File: src/rtl/fp32_pkg.sv
// Shared FP32 definitions for the CORDIC arithmetic stages: field layout,
// special encodings, default adder latency and a leading-zero counter.
package fp32_pkg;

  localparam int SIGN_W         = 1;
  localparam int EXP_W          = 8;
  localparam int MAN_W          = 23;
  localparam int EXP_BIAS       = 127;
  localparam int FP_ADD_LATENCY = 5;

  localparam logic [31:0] FP32_QNAN    = 32'h7FC0_0000;
  localparam logic [31:0] FP32_POS_INF = 32'h7F80_0000;
  localparam logic [31:0] FP32_NEG_INF = 32'hFF80_0000;

  typedef struct packed {
    logic             sign;
    logic [EXP_W-1:0] exp;
    logic [MAN_W-1:0] man;
  } fp32_t;

  // Leading zeros of a 27-bit significand-plus-GRS word; 27 when the word is zero.
  function automatic logic [4:0] lzc27(input logic [26:0] v);
    logic [4:0] n;
    logic       found;
    n     = 5'd27;
    found = 1'b0;
    for (int i = 26; i >= 0; i--) begin
      if (!found && v[i]) begin
        n     = 5'(26 - i);
        found = 1'b1;
      end
    end
    return n;
  endfunction

endpackage

File: src/rtl/latency_timer.sv
// Launch-to-completion timer: start loads the counter to 1, it counts up to
// LATENCY and then raises a sticky done flag until the next start.
module latency_timer
  import fp32_pkg::*;
#(
  parameter int LATENCY     = FP_ADD_LATENCY,
  parameter int COUNT_WIDTH = 10
) (
  input  logic clk,
  input  logic rst,
  input  logic start,
  output logic done
);

  localparam logic [COUNT_WIDTH-1:0] TERMINAL  = COUNT_WIDTH'(LATENCY);
  localparam logic [COUNT_WIDTH-1:0] COUNT_ONE = COUNT_WIDTH'(1);

  logic [COUNT_WIDTH-1:0] count_reg;
  logic                   done_reg;

  // A zero count means idle: no start has been seen since reset.
  always_ff @(posedge clk or negedge rst) begin
    if (!rst) begin
      count_reg <= '0;
      done_reg  <= 1'b0;
    end else if (start) begin
      count_reg <= COUNT_ONE;
      done_reg  <= 1'b0;
    end else if ((count_reg != '0) && (count_reg < TERMINAL)) begin
      count_reg <= count_reg + COUNT_ONE;
      if ((count_reg + COUNT_ONE) == TERMINAL) begin
        done_reg <= 1'b1;
      end
    end
  end

  assign done = done_reg;

endmodule

File: src/rtl/fp32_add_timed.sv
// Five-stage FP32 adder (RNE, flush-to-zero) with a launch-to-done timer used
// by the CORDIC final-adder stage.
module fp32_add_timed
  import fp32_pkg::*;
#(
  parameter int FLOAT_DATA_WIDTH = 32,
  parameter int ADD_LATENCY      = FP_ADD_LATENCY,
  parameter int COUNT_WIDTH      = 10
) (
  input  logic                        clk,
  input  logic                        rst,
  input  logic                        clk_en,
  input  logic                        start,
  input  logic [FLOAT_DATA_WIDTH-1:0] dataa,
  input  logic [FLOAT_DATA_WIDTH-1:0] datab,
  output logic [FLOAT_DATA_WIDTH-1:0] result,
  output logic                        done
);

  // ---------------- stage 1: unpack, classify, order by magnitude
  fp32_t       op_a, op_b;
  logic        a_nan, b_nan, a_inf, b_inf, a_zero, b_zero, swap;
  logic [7:0]  exp_a_f, exp_b_f;
  logic [23:0] sig_a, sig_b;
  logic        special_next;
  logic [31:0] special_val_next;

  assign op_a    = dataa;
  assign op_b    = datab;
  assign a_nan   = (op_a.exp == 8'hFF) && (op_a.man != '0);
  assign b_nan   = (op_b.exp == 8'hFF) && (op_b.man != '0);
  assign a_inf   = (op_a.exp == 8'hFF) && (op_a.man == '0);
  assign b_inf   = (op_b.exp == 8'hFF) && (op_b.man == '0);
  assign a_zero  = (op_a.exp == 8'h00);
  assign b_zero  = (op_b.exp == 8'h00);
  assign exp_a_f = a_zero ? 8'h00 : op_a.exp;
  assign exp_b_f = b_zero ? 8'h00 : op_b.exp;
  assign sig_a   = a_zero ? 24'h0 : {1'b1, op_a.man};
  assign sig_b   = b_zero ? 24'h0 : {1'b1, op_b.man};
  assign swap    = {exp_b_f, sig_b} > {exp_a_f, sig_a};

  always_comb begin
    special_next     = 1'b0;
    special_val_next = FP32_QNAN;
    if (a_nan || b_nan || (a_inf && b_inf && (op_a.sign != op_b.sign))) begin
      special_next = 1'b1;
    end else if (a_inf) begin
      special_next     = 1'b1;
      special_val_next = op_a.sign ? FP32_NEG_INF : FP32_POS_INF;
    end else if (b_inf) begin
      special_next     = 1'b1;
      special_val_next = op_b.sign ? FP32_NEG_INF : FP32_POS_INF;
    end
  end

  logic        s1_sign_l, s1_sign_s, s1_special, s1_zero_sign;
  logic [7:0]  s1_exp_l, s1_exp_s;
  logic [23:0] s1_sig_l, s1_sig_s;
  logic [31:0] s1_special_val;

  // ---------------- stage 2: align the smaller operand, folding lost bits into sticky
  logic [7:0]  align_diff;
  logic [26:0] align_ext, align_shifted, lost_mask, aligned_next;

  assign align_diff    = s1_exp_l - s1_exp_s;
  assign align_ext     = {s1_sig_s, 3'b000};
  assign align_shifted = align_ext >> align_diff;

  genvar gi;
  generate
    for (gi = 0; gi < 27; gi++) begin : g_lost_mask
      assign lost_mask[gi] = (8'(gi) < align_diff);
    end
  endgenerate

  always_comb begin
    if (align_diff >= 8'd26) begin
      aligned_next = {26'h0, |s1_sig_s};
    end else begin
      aligned_next = {align_shifted[26:1], align_shifted[0] | (|(align_ext & lost_mask))};
    end
  end

  logic        s2_sign, s2_sub, s2_special, s2_zero_sign;
  logic [7:0]  s2_exp;
  logic [26:0] s2_sig_l, s2_sig_s;
  logic [31:0] s2_special_val;

  // ---------------- stage 3: add or subtract (|large| >= |small| so no negative result)
  logic [27:0] sum_next;
  assign sum_next = s2_sub ? ({1'b0, s2_sig_l} - {1'b0, s2_sig_s})
                           : ({1'b0, s2_sig_l} + {1'b0, s2_sig_s});

  logic        s3_sign, s3_special, s3_zero_sign;
  logic [7:0]  s3_exp;
  logic [27:0] s3_sum;
  logic [31:0] s3_special_val;

  // ---------------- stage 4: normalise, detect exact zero and denormal underflow
  logic [4:0]        norm_lz;
  logic [26:0]       norm_next;
  logic signed [9:0] exp_norm_next;
  logic              zero_next, zero_sign_next;

  assign norm_lz = lzc27(s3_sum[26:0]);

  always_comb begin
    if (s3_sum[27]) begin
      norm_next     = {s3_sum[27:2], s3_sum[1] | s3_sum[0]};
      exp_norm_next = 10'(s3_exp) + 10'sd1;
    end else begin
      norm_next     = s3_sum[26:0] << norm_lz;
      exp_norm_next = 10'(s3_exp) - 10'(norm_lz);
    end
    zero_next      = 1'b0;
    zero_sign_next = 1'b0;
    if (s3_sum == '0) begin
      zero_next      = 1'b1;
      zero_sign_next = s3_zero_sign;
    end else if (exp_norm_next <= 10'sd0) begin
      zero_next = 1'b1;
    end
  end

  logic              s4_sign, s4_special, s4_zero, s4_zero_sign;
  logic signed [9:0] s4_exp;
  logic [26:0]       s4_norm;
  logic [31:0]       s4_special_val;

  // ---------------- stage 5: round to nearest even, renormalise, pack
  logic              round_up;
  logic [24:0]       rounded;
  logic signed [9:0] exp_round;
  logic [22:0]       man_round;
  logic [31:0]       result_next;

  assign round_up  = s4_norm[2] & (s4_norm[1] | s4_norm[0] | s4_norm[3]);
  assign rounded   = {1'b0, s4_norm[26:3]} + {24'h0, round_up};
  assign exp_round = s4_exp + (rounded[24] ? 10'sd1 : 10'sd0);
  assign man_round = rounded[24] ? rounded[23:1] : rounded[22:0];

  always_comb begin
    if (s4_special) begin
      result_next = s4_special_val;
    end else if (s4_zero) begin
      result_next = {s4_zero_sign, 31'h0};
    end else if (exp_round >= 10'sd255) begin
      result_next = s4_sign ? FP32_NEG_INF : FP32_POS_INF;
    end else begin
      result_next = {s4_sign, exp_round[7:0], man_round};
    end
  end

  logic [31:0] result_reg;

  always_ff @(posedge clk or negedge rst) begin
    if (!rst) begin
      s1_sign_l <= 1'b0;  s1_sign_s <= 1'b0;  s1_special <= 1'b0;  s1_zero_sign <= 1'b0;
      s1_exp_l  <= '0;    s1_exp_s  <= '0;    s1_sig_l   <= '0;    s1_sig_s     <= '0;
      s1_special_val <= '0;
      s2_sign <= 1'b0;  s2_sub <= 1'b0;  s2_special <= 1'b0;  s2_zero_sign <= 1'b0;
      s2_exp  <= '0;    s2_sig_l <= '0;  s2_sig_s   <= '0;    s2_special_val <= '0;
      s3_sign <= 1'b0;  s3_special <= 1'b0;  s3_zero_sign <= 1'b0;
      s3_exp  <= '0;    s3_sum     <= '0;    s3_special_val <= '0;
      s4_sign <= 1'b0;  s4_special <= 1'b0;  s4_zero <= 1'b0;  s4_zero_sign <= 1'b0;
      s4_exp  <= '0;    s4_norm    <= '0;    s4_special_val <= '0;
      result_reg <= '0;
    end else if (clk_en) begin
      s1_sign_l      <= swap ? op_b.sign : op_a.sign;
      s1_sign_s      <= swap ? op_a.sign : op_b.sign;
      s1_exp_l       <= swap ? exp_b_f : exp_a_f;
      s1_exp_s       <= swap ? exp_a_f : exp_b_f;
      s1_sig_l       <= swap ? sig_b : sig_a;
      s1_sig_s       <= swap ? sig_a : sig_b;
      s1_special     <= special_next;
      s1_special_val <= special_val_next;
      s1_zero_sign   <= op_a.sign & op_b.sign;

      s2_sign        <= s1_sign_l;
      s2_sub         <= s1_sign_l ^ s1_sign_s;
      s2_exp         <= s1_exp_l;
      s2_sig_l       <= {s1_sig_l, 3'b000};
      s2_sig_s       <= aligned_next;
      s2_special     <= s1_special;
      s2_special_val <= s1_special_val;
      s2_zero_sign   <= s1_zero_sign;

      s3_sign        <= s2_sign;
      s3_exp         <= s2_exp;
      s3_sum         <= sum_next;
      s3_special     <= s2_special;
      s3_special_val <= s2_special_val;
      s3_zero_sign   <= s2_zero_sign;

      s4_sign        <= s3_sign;
      s4_exp         <= exp_norm_next;
      s4_norm        <= norm_next;
      s4_zero        <= zero_next;
      s4_zero_sign   <= zero_sign_next;
      s4_special     <= s3_special;
      s4_special_val <= s3_special_val;

      result_reg     <= result_next;
    end
  end

  assign result = result_reg;

  latency_timer #(
    .LATENCY     (ADD_LATENCY),
    .COUNT_WIDTH (COUNT_WIDTH)
  ) u_latency_timer (
    .clk   (clk),
    .rst   (rst),
    .start (start),
    .done  (done)
  );

endmodule

File: config.mk
export PLATFORM = sky130hd
export DESIGN_NAME = fp32_add_timed
export DESIGN_NICKNAME = d
export VERILOG_FILES = /design/src/rtl/fp32_pkg.sv /design/src/rtl/latency_timer.sv /design/src/rtl/fp32_add_timed.sv
export SDC_FILE = /design/constraint.sdc
export NUM_CORES = 1
export LEC_CHECK = 0
export ABC_AREA = 1
export BUFFER_PORTS_ARGS = -buffer_cell sky130_fd_sc_hd__buf_4
export CAP_MARGIN = 20
export CORE_MARGIN = 5
export CORE_UTILIZATION = 50
export CTS_BUF_LIST = sky130_fd_sc_hd__clkbuf_4 sky130_fd_sc_hd__clkbuf_8
export DETAILED_ROUTE_END_ITERATION = 10
export GPL_ROUTABILITY_DRIVEN = 0
export PLACE_DENSITY = 0.7
export SYNTH_ARGS = -nofsm -noshare
export SYNTH_HDL_FRONTEND = slang
export SYNTH_SLANG_ARGS = --single-unit
File: constraint.sdc
create_clock -name clk -period 3.7 [get_ports clk]
set_input_delay 0.74 -clock clk [delete_from_list [all_inputs] [get_ports clk]]
set_output_delay 0.74 -clock clk [all_outputs]
set_load 0.01 [all_outputs]
# --- After elaboration in Yosys (flattened, before gate mapping) ---
# Index checks and enable logic that the tools add are counted.
word_totals:
  ff_bits: 382
  word_cells: 250
  output_inout_bits: 33
op_classes:
  mux: 89
  shifts: 2
  n_eq_ne: 4
  bitwise_logic: 8
  n_reduce_logical: 74
  order_cmp: 32
  n_addsub: 8
op_table:
  columns: ["cell", "n"]
  rows:
  - ["$mux 32", 9]
  - ["$mux 5", 27]
  - ["$mux 24", 4]
  - ["$lt 5x8->1 const A", 11]
  - ["$lt 4x8->1 const A", 8]
  - ["$mux 27", 2]
  - ["$logic_not 23->1", 2]
  - ["$reduce_bool 23->1", 2]
  - ["$mux 1", 38]
  - ["$logic_and 1x1->1", 33]
  - ["$gt 32x32->1", 1]
  - ["$lt 3x8->1 const A", 4]
  - ["$mux 8", 4]
  - ["$mux 10", 3]
  - ["$add 27x27->28", 1]
  - ["$logic_not 28->1", 1]
  - ["$mux 28", 1]
  - ["$sub 27x27->28", 1]
  - ["$and 27x27->27", 1]
  - ["$reduce_or 27->1", 1]
  - ["$shl 27x5->27", 1]
  - ["$shr 27x8->27", 1]
  - ["$logic_not 1->1", 26]
  - ["$add 24x1->25", 1]
  - ["24 further kinds", 34]

# --- Logic depth before layout (Yosys ltp) ---
depth:
  ltp_word: 84
  depth_mapped: 26

# --- By module ---
# Synthesis repeated with hierarchy kept, for this count alone.
hier_totals:
  cells_unflattened: 2884
  area_unflattened_um2: 19772.7
by_module_without_submodules:
  columns: ["mod", "cells_each", "area_each_um2", "instances"]
  rows:
  - ["fp32_add_timed", 2788, 19085.8, 1]
  - ["latency_timer", 96, 686.9, 1]

# --- Worst setup path after synthesis ---
# No wires, ideal clock.
synth_timing:
  kind: "register -> register"
  start: "reg s4_norm[3]"
  end: "reg result_reg[15] (netlist: result[15])"
  period_less_slack_ns: 3.800
  path_buffers: 1
  path_stages_with_launch: 25
  setup_slack_ns: -0.100
  arrival_time_ns: 3.704
  t_required_ns: 3.605
  cell_sequence: "dfrtp_1 -> nand2_1 -> inv_1 -> ha_1 -> nand2_1 -> nor4_2 -> nand2_1 -> nor2_1 -> nand2_1 -> nor2_1 -> inv_1 -> nor2_2 -> inv_1 -> nor4_4 -> ha_1 -> ha_1 -> nand3_1 -> nand3b_1 -> nor3_1 -> xnor2_1 -> o21ai_0 -> nand2_1 -> nand3_1 -> clkbuf_1 -> o31ai_1"
synth_between:
  elab_chain_len: 9
  elab_cells_between_ends: 10
  classes_between: "add/sub: 2; order compare: 1; mux: 5; bitwise: 2"
synth_lines:
  columns: ["item", "line", "text"]
  rows:
  - ["start, declared", "fp32_add_timed.sv:127", "logic [26:0] s4_norm;"]
  - ["start signal, assigned", "fp32_add_timed.sv:197", "s4_norm <= norm_next;"]
  - ["$or 1x1->1", "fp32_add_timed.sv:137", "assign round_up = s4_norm[2] & (s4_norm[1] | s4_norm[0] | s4_norm[3]);"]
  - ["$and 1x1->1", "fp32_add_timed.sv:137", null]
  - ["$add 24x1->25 *", "fp32_add_timed.sv:138", "assign rounded = {1'b0, s4_norm[26:3]} + {24'h0, round_up};"]
  - ["$mux 1", "fp32_add_timed.sv:139", "assign exp_round = s4_exp + (rounded[24] ? 10'sd1 : 10'sd0);"]
  - ["$add 10x2->10", "fp32_add_timed.sv:139", null]
  - ["$ge 10x9->1", "fp32_add_timed.sv:147", "end else if (exp_round >= 10'sd255) begin"]
  - ["$mux 32 *", "fp32_add_timed.sv:147", null]
  - ["$mux 32 *", "fp32_add_timed.sv:145", "end else if (s4_zero) begin"]
  - ["$mux 32 *", "fp32_add_timed.sv:143", "if (s4_special) begin"]
  - ["end signal, assigned", "fp32_add_timed.sv:203", "result_reg <= result_next;"]
  - ["end, declared", "fp32_add_timed.sv:154", "logic [31:0] result_reg;"]
# Mark *: on every way between the ends. The rest lies on a longest branch, timed or not.
# A chain may end at the register's enable or synchronous reset.

# --- Worst setup path in the final report ---
layout_timing:
  start: "reg s3_sum[26]"
  end: "reg s4_zero"
layout_between:
  elab_chain_len: 84
  elab_cells_between_ends: 111
  classes_between: "add/sub: 1; order compare: 1; mux: 56; reduce/logical: 53"
layout_lines:
  columns: ["item", "line", "text"]
  rows:
  - ["start, declared", "fp32_add_timed.sv:96", "logic [27:0] s3_sum;"]
  - ["start signal, assigned", "fp32_add_timed.sv:190", "s3_sum <= sum_next;"]
  - ["$mux 1", "fp32_pkg.sv:28", "if (!found && v[i]) begin"]
  - ["$logic_not 1->1", "fp32_pkg.sv:28", null]
  - ["$logic_and 1x1->1", "fp32_pkg.sv:28", null]
  - ["$mux 1", "fp32_pkg.sv:28", null]
  - ["$logic_not 1->1", "fp32_pkg.sv:28", null]
  - ["$logic_and 1x1->1", "fp32_pkg.sv:28", null]
  - ["$mux 1", "fp32_pkg.sv:28", null]
  - ["$logic_not 1->1", "fp32_pkg.sv:28", null]
  - ["[... 68 more ...]", null, null]
  - ["$logic_not 1->1", "fp32_pkg.sv:28", null]
  - ["$logic_and 1x1->1", "fp32_pkg.sv:28", null]
  - ["$mux 5", "fp32_pkg.sv:28", null]
  - ["$sub 8x5->9", "fp32_add_timed.sv:113", "exp_norm_next = 10'(s3_exp) - 10'(norm_lz);"]
  - ["$mux 10", "fp32_add_timed.sv:108", "if (s3_sum[27]) begin"]
  - ["$le 10x1->1", "fp32_add_timed.sv:120", "end else if (exp_norm_next <= 10'sd0) begin"]
  - ["$mux 1", "fp32_add_timed.sv:120", null]
  - ["$mux 1 *", "fp32_add_timed.sv:117", "if (s3_sum == '0) begin"]
  - ["end signal, assigned", "fp32_add_timed.sv:198", "s4_zero <= zero_next;"]
  - ["end, declared", "fp32_add_timed.sv:125", "logic s4_sign, s4_special, s4_zero, s4_zero_sign;"]
# Marks and branches as above.

==> metrics.md <==
| Metric | Value |
|---|---|
| Outcome | complete, but fails checks |
| Failing checks | setup timing |
| Tcrit/Tclk final | 101% |
| Final setup TNS | -0.0261 ns |
| Final Hold Viols | 0 |
| Antenna violations before repair | 2 |
| Placed Cells | 3389 |
| YS warnings | 0 |
| Yosys top cell by area | dfrtp_1 |
| Avg Cell Area, Syn | 6.94 um^2 |
| M2 GR Usage | 43.9% |
| Relative slew slack | 34.5% |
| Ys flop type | dfrtp_1 |
| Clock root cell | clkbuf_8 |
| Die extent in x | 208 um |
| Clock Skew | 0.0346 ns |
| Final Setup Violations | 1 |
| Critical path data arrival time | 4.26 ns |
| Critical Path Sink Type | flip-flop |
| H-tree levels | 2 |
| Top Usage Layer GRT | met2 |
| P_leak | 11.1 nW |
| Maxcap violations | 0 |
| Startpoint types | flip-flop |
| CP max stage delay | 0.45 ns |
| Pwr dens | 616 nW/um^2 |
| Worst-skew pair later-pin latency | 0.62 ns |
| Reg2Reg Launch Point | s3_sum[26] |
| Tmin final | 3.73 ns |
| Antenna diodes | 0 |
| Routed via count | 20500 |
| Drt first pass iters | 7 |
| Yosys cell types | 67 |
| Overall routing resource usage | 27.6% |
| Syn Nets | 3001 |
| Top-area cell type share of the netlist area | 33.9% |
| Max Slew Vio Count | 0 |
| Synthesized instance count | 2828 |
| Count leader, synth | nand2_1 |
| Initial DRC count | 2412 |
| CTS buffer count | 47 |
| CP max-delay cell | dfrtp_2 |
| Final Total Pwr | 14.0 mW |
| GRT met1 Usage | 37.9% |
| Core area | 38700 um^2 |
| Setup slack, reg-to-reg | -0.03 ns |
| R2r endpoint | s4_zero |
| CP top delay family | simple AND/OR/NAND/NOR gates |
| Buffers and inverters on the worst path | 2 |
| Synth top cells by count | nand2_1, o21ai_0, inv_1 |
| Fmax | 268 MHz |
| Nets | 3126 |
| DRC | 0 |
| Reg2reg path depth | 23 |
| Mapped cell area | 19600 um^2 |
| Post-synth EDFFs | 0 |
| Fin worst setup slack | -0.0261 ns |
| Cell Count, Final, Fillers Out | 3505 |
| CP Max Fanout | 5 |
| Worst EP required | 4.24 ns |
| Largest cells by area after synthesis | dfrtp_1, nand2_1, o21ai_0 |
| Seq/Total Area, Yosys | 33.9% |
| Layout fillers | 3650 |
| CTS tree | built |
| Clock buffer depth | 3 |
| Initial Utilization | 50.7% |
| GRT overflow | 0 |
| P&R area growth vs syn | 16.2% |
| Hold/Removal Path Class | in2async |
| Crit Path Class | reg2reg |
| First-pass GRT wire length | 100000 um |
| Share of cells above drive strength 1 | 14.4% |
| Row count | 72 |
| Final hold slack | 0.0923 ns |
| Worst VDD drop | 0.000270 V |
| Ports | 101 |
| Largest net degree at the start of global routing | 135 |
| DR WL/cell | 17.8 um |
| # port buffers | 100 |
| CTS clock-pin slew for the worst setup and hold paths | 0.07 ns |
| Hpwl dp | 45900 um |
| DRT Wirelength | 62300 um |
| Clk sink count | 266 |
| Design area | 22800 um^2 |
| Placed cell area | 21200 um^2 |
| Met3 usage | 4.59% |
| RSZ-0062 raised after global routing | yes |
| Total die area | 43300 um^2 |
| Post-synth ARST share | 100% |
| Chip Height | 208 um |
| FF+latch count, synth | 266 |
| Worst Max-Slew Pin Slew | 0.981 ns |
| Top cell by count, worst path | nand2_4 |
| Number of global-route vias before repair | 19300 |
| CP cell instances | nor2_4 > nand2_4 > nor2_8 > nand4_4 > nor2_4 > nand3_2 > inv_2 > nand2_4 > nand2_4 > ha_4 > inv_2 > fa_2 > nand2_2 > nand2_2 > a21oi_2 > nor2_1 > nor3_2 > nand2_1 > o21ai_2 > xor2_1 > nor4_1 > nand3b_1 > a31oi_1 |
| Post-DR vias/cell | 5.84 |
| Critical Path Stages | 23 |
| Final ANT Viol Nets | 0 |
| Max FFs per register | 32 |
## per-stage QoR
| stage | worst slack (ns) | util [%] |
|---|---|---|
| final | -0.0261 | 58.9 |
| after global routing | -0.219 | 58.9 |
| after CTS | -0.00398 | 58.0 |
| after detailed placement | -0.181 | 54.8 |
| after global placement | -0.143 | 54.8 |
| after floorplan | 0.0139 | - |
## cell families (layout without fill, tap and decap cells)
kind of cell | after synthesis | after routing | synth area share [%]
compound gates | 627 | 627 | 17.7
xor+xnor | 56 | 56 | 2.54
fa+ha+maj | 105 | 105 | 6.81
buf+inv | 469 | 626 | 9.36
flops | 266 | 266 | 33.9
mux | 6 | 6 | 0.306
simple gates | 1299 | 1301 | 29.3
## worst reg2reg max path, delay by kind of cell (launching register included)
kind / cells / cell delay (ns)
xor gates and xnor gates: 1 / 0.12
adders and majority gates: 2 / 0.49
DFF: 1 / 0.45
and+or+nand+nor: 15 / 1.99
buffers and inverters: 2 / 0.12
AOI/OAI and AO/OA: 3 / 0.44
## worst max-delay path by stage
stage	start	to	slack, ns
2_1_floorplan	dataa[30]	s1_sig_l[10]	0.01
3_3_place_gp	datab[29]	s1_sig_l[7]	-0.14
3_5_place_dp	datab[30]	s1_sig_l[7]	-0.18
4_1_cts	s4_norm[3]	result[12]	-0.004
5_1_grt	s3_sum[26]	s4_zero	-0.22
6_report	s3_sum[26]	s4_zero	-0.03
## power by group
part	total [mW]	internal, mW	switching [mW]	leakage (nW)
Sequential	4.16	3.56	0.598	3.32
Combinational	6.96	2.39	4.57	7.22
Clock	2.93	1.65	1.28	0.540
## placed cells by master (no fill, tap or decap), types with 13 or more instances in the layout
master    synthesis  routed
clkbuf_8          0      61
nand4_1          53      53
o22ai_1          26      26
nor3_1           42      40
o211ai_1         19      19
or2_2            13      13
o21ai_1          10      15
dfrtp_1         266     262
a21oi_1         164     162
nor2_1          227     218
nand2_1         634     627
ha_1            102      98
o21ai_0         313     306
nand3_1         246     242
a31oi_1          21      21
xor2_1           51      49
buf_4             5     208
nand2_2          13      16
nor2_2            7      13
a22oi_1          13      13
nor4_1           26      26
inv_1           310     304
## per-layer routing
layer / wire (um) / part of all wire [%]
met1: 26000 / 42
met2: 28400 / 46
met3: 5230 / 8.4
met4: 2620 / 4.2
met5: 7 / 0.011
## timing repair
| item | CTS | global route |
|---|---|---|
| pin swaps | 13 | 32 |
| gates resized for setup | 22 | 51 |
| buffers inserted | 16 | 14 |
| hold buffers | 0 | 0 |
| cloned | 0 | 3 |
| endpoints found under the setup margin | 20 | 42 |
## area by class of cell
type	count	area (um^2)	share of cell area, %
Multi-Input combinational cell	2095	11400	50.2
Sequential cell	266	6660	29.2
Timing Repair Buffer	222	1820	8.00
Inverter	321	1220	5.34
Clock buffer	71	915	4.01
Tap cell	518	648	2.84
Clock inverter	12	93.8	0.411
(Power assumes the default switching activity.)
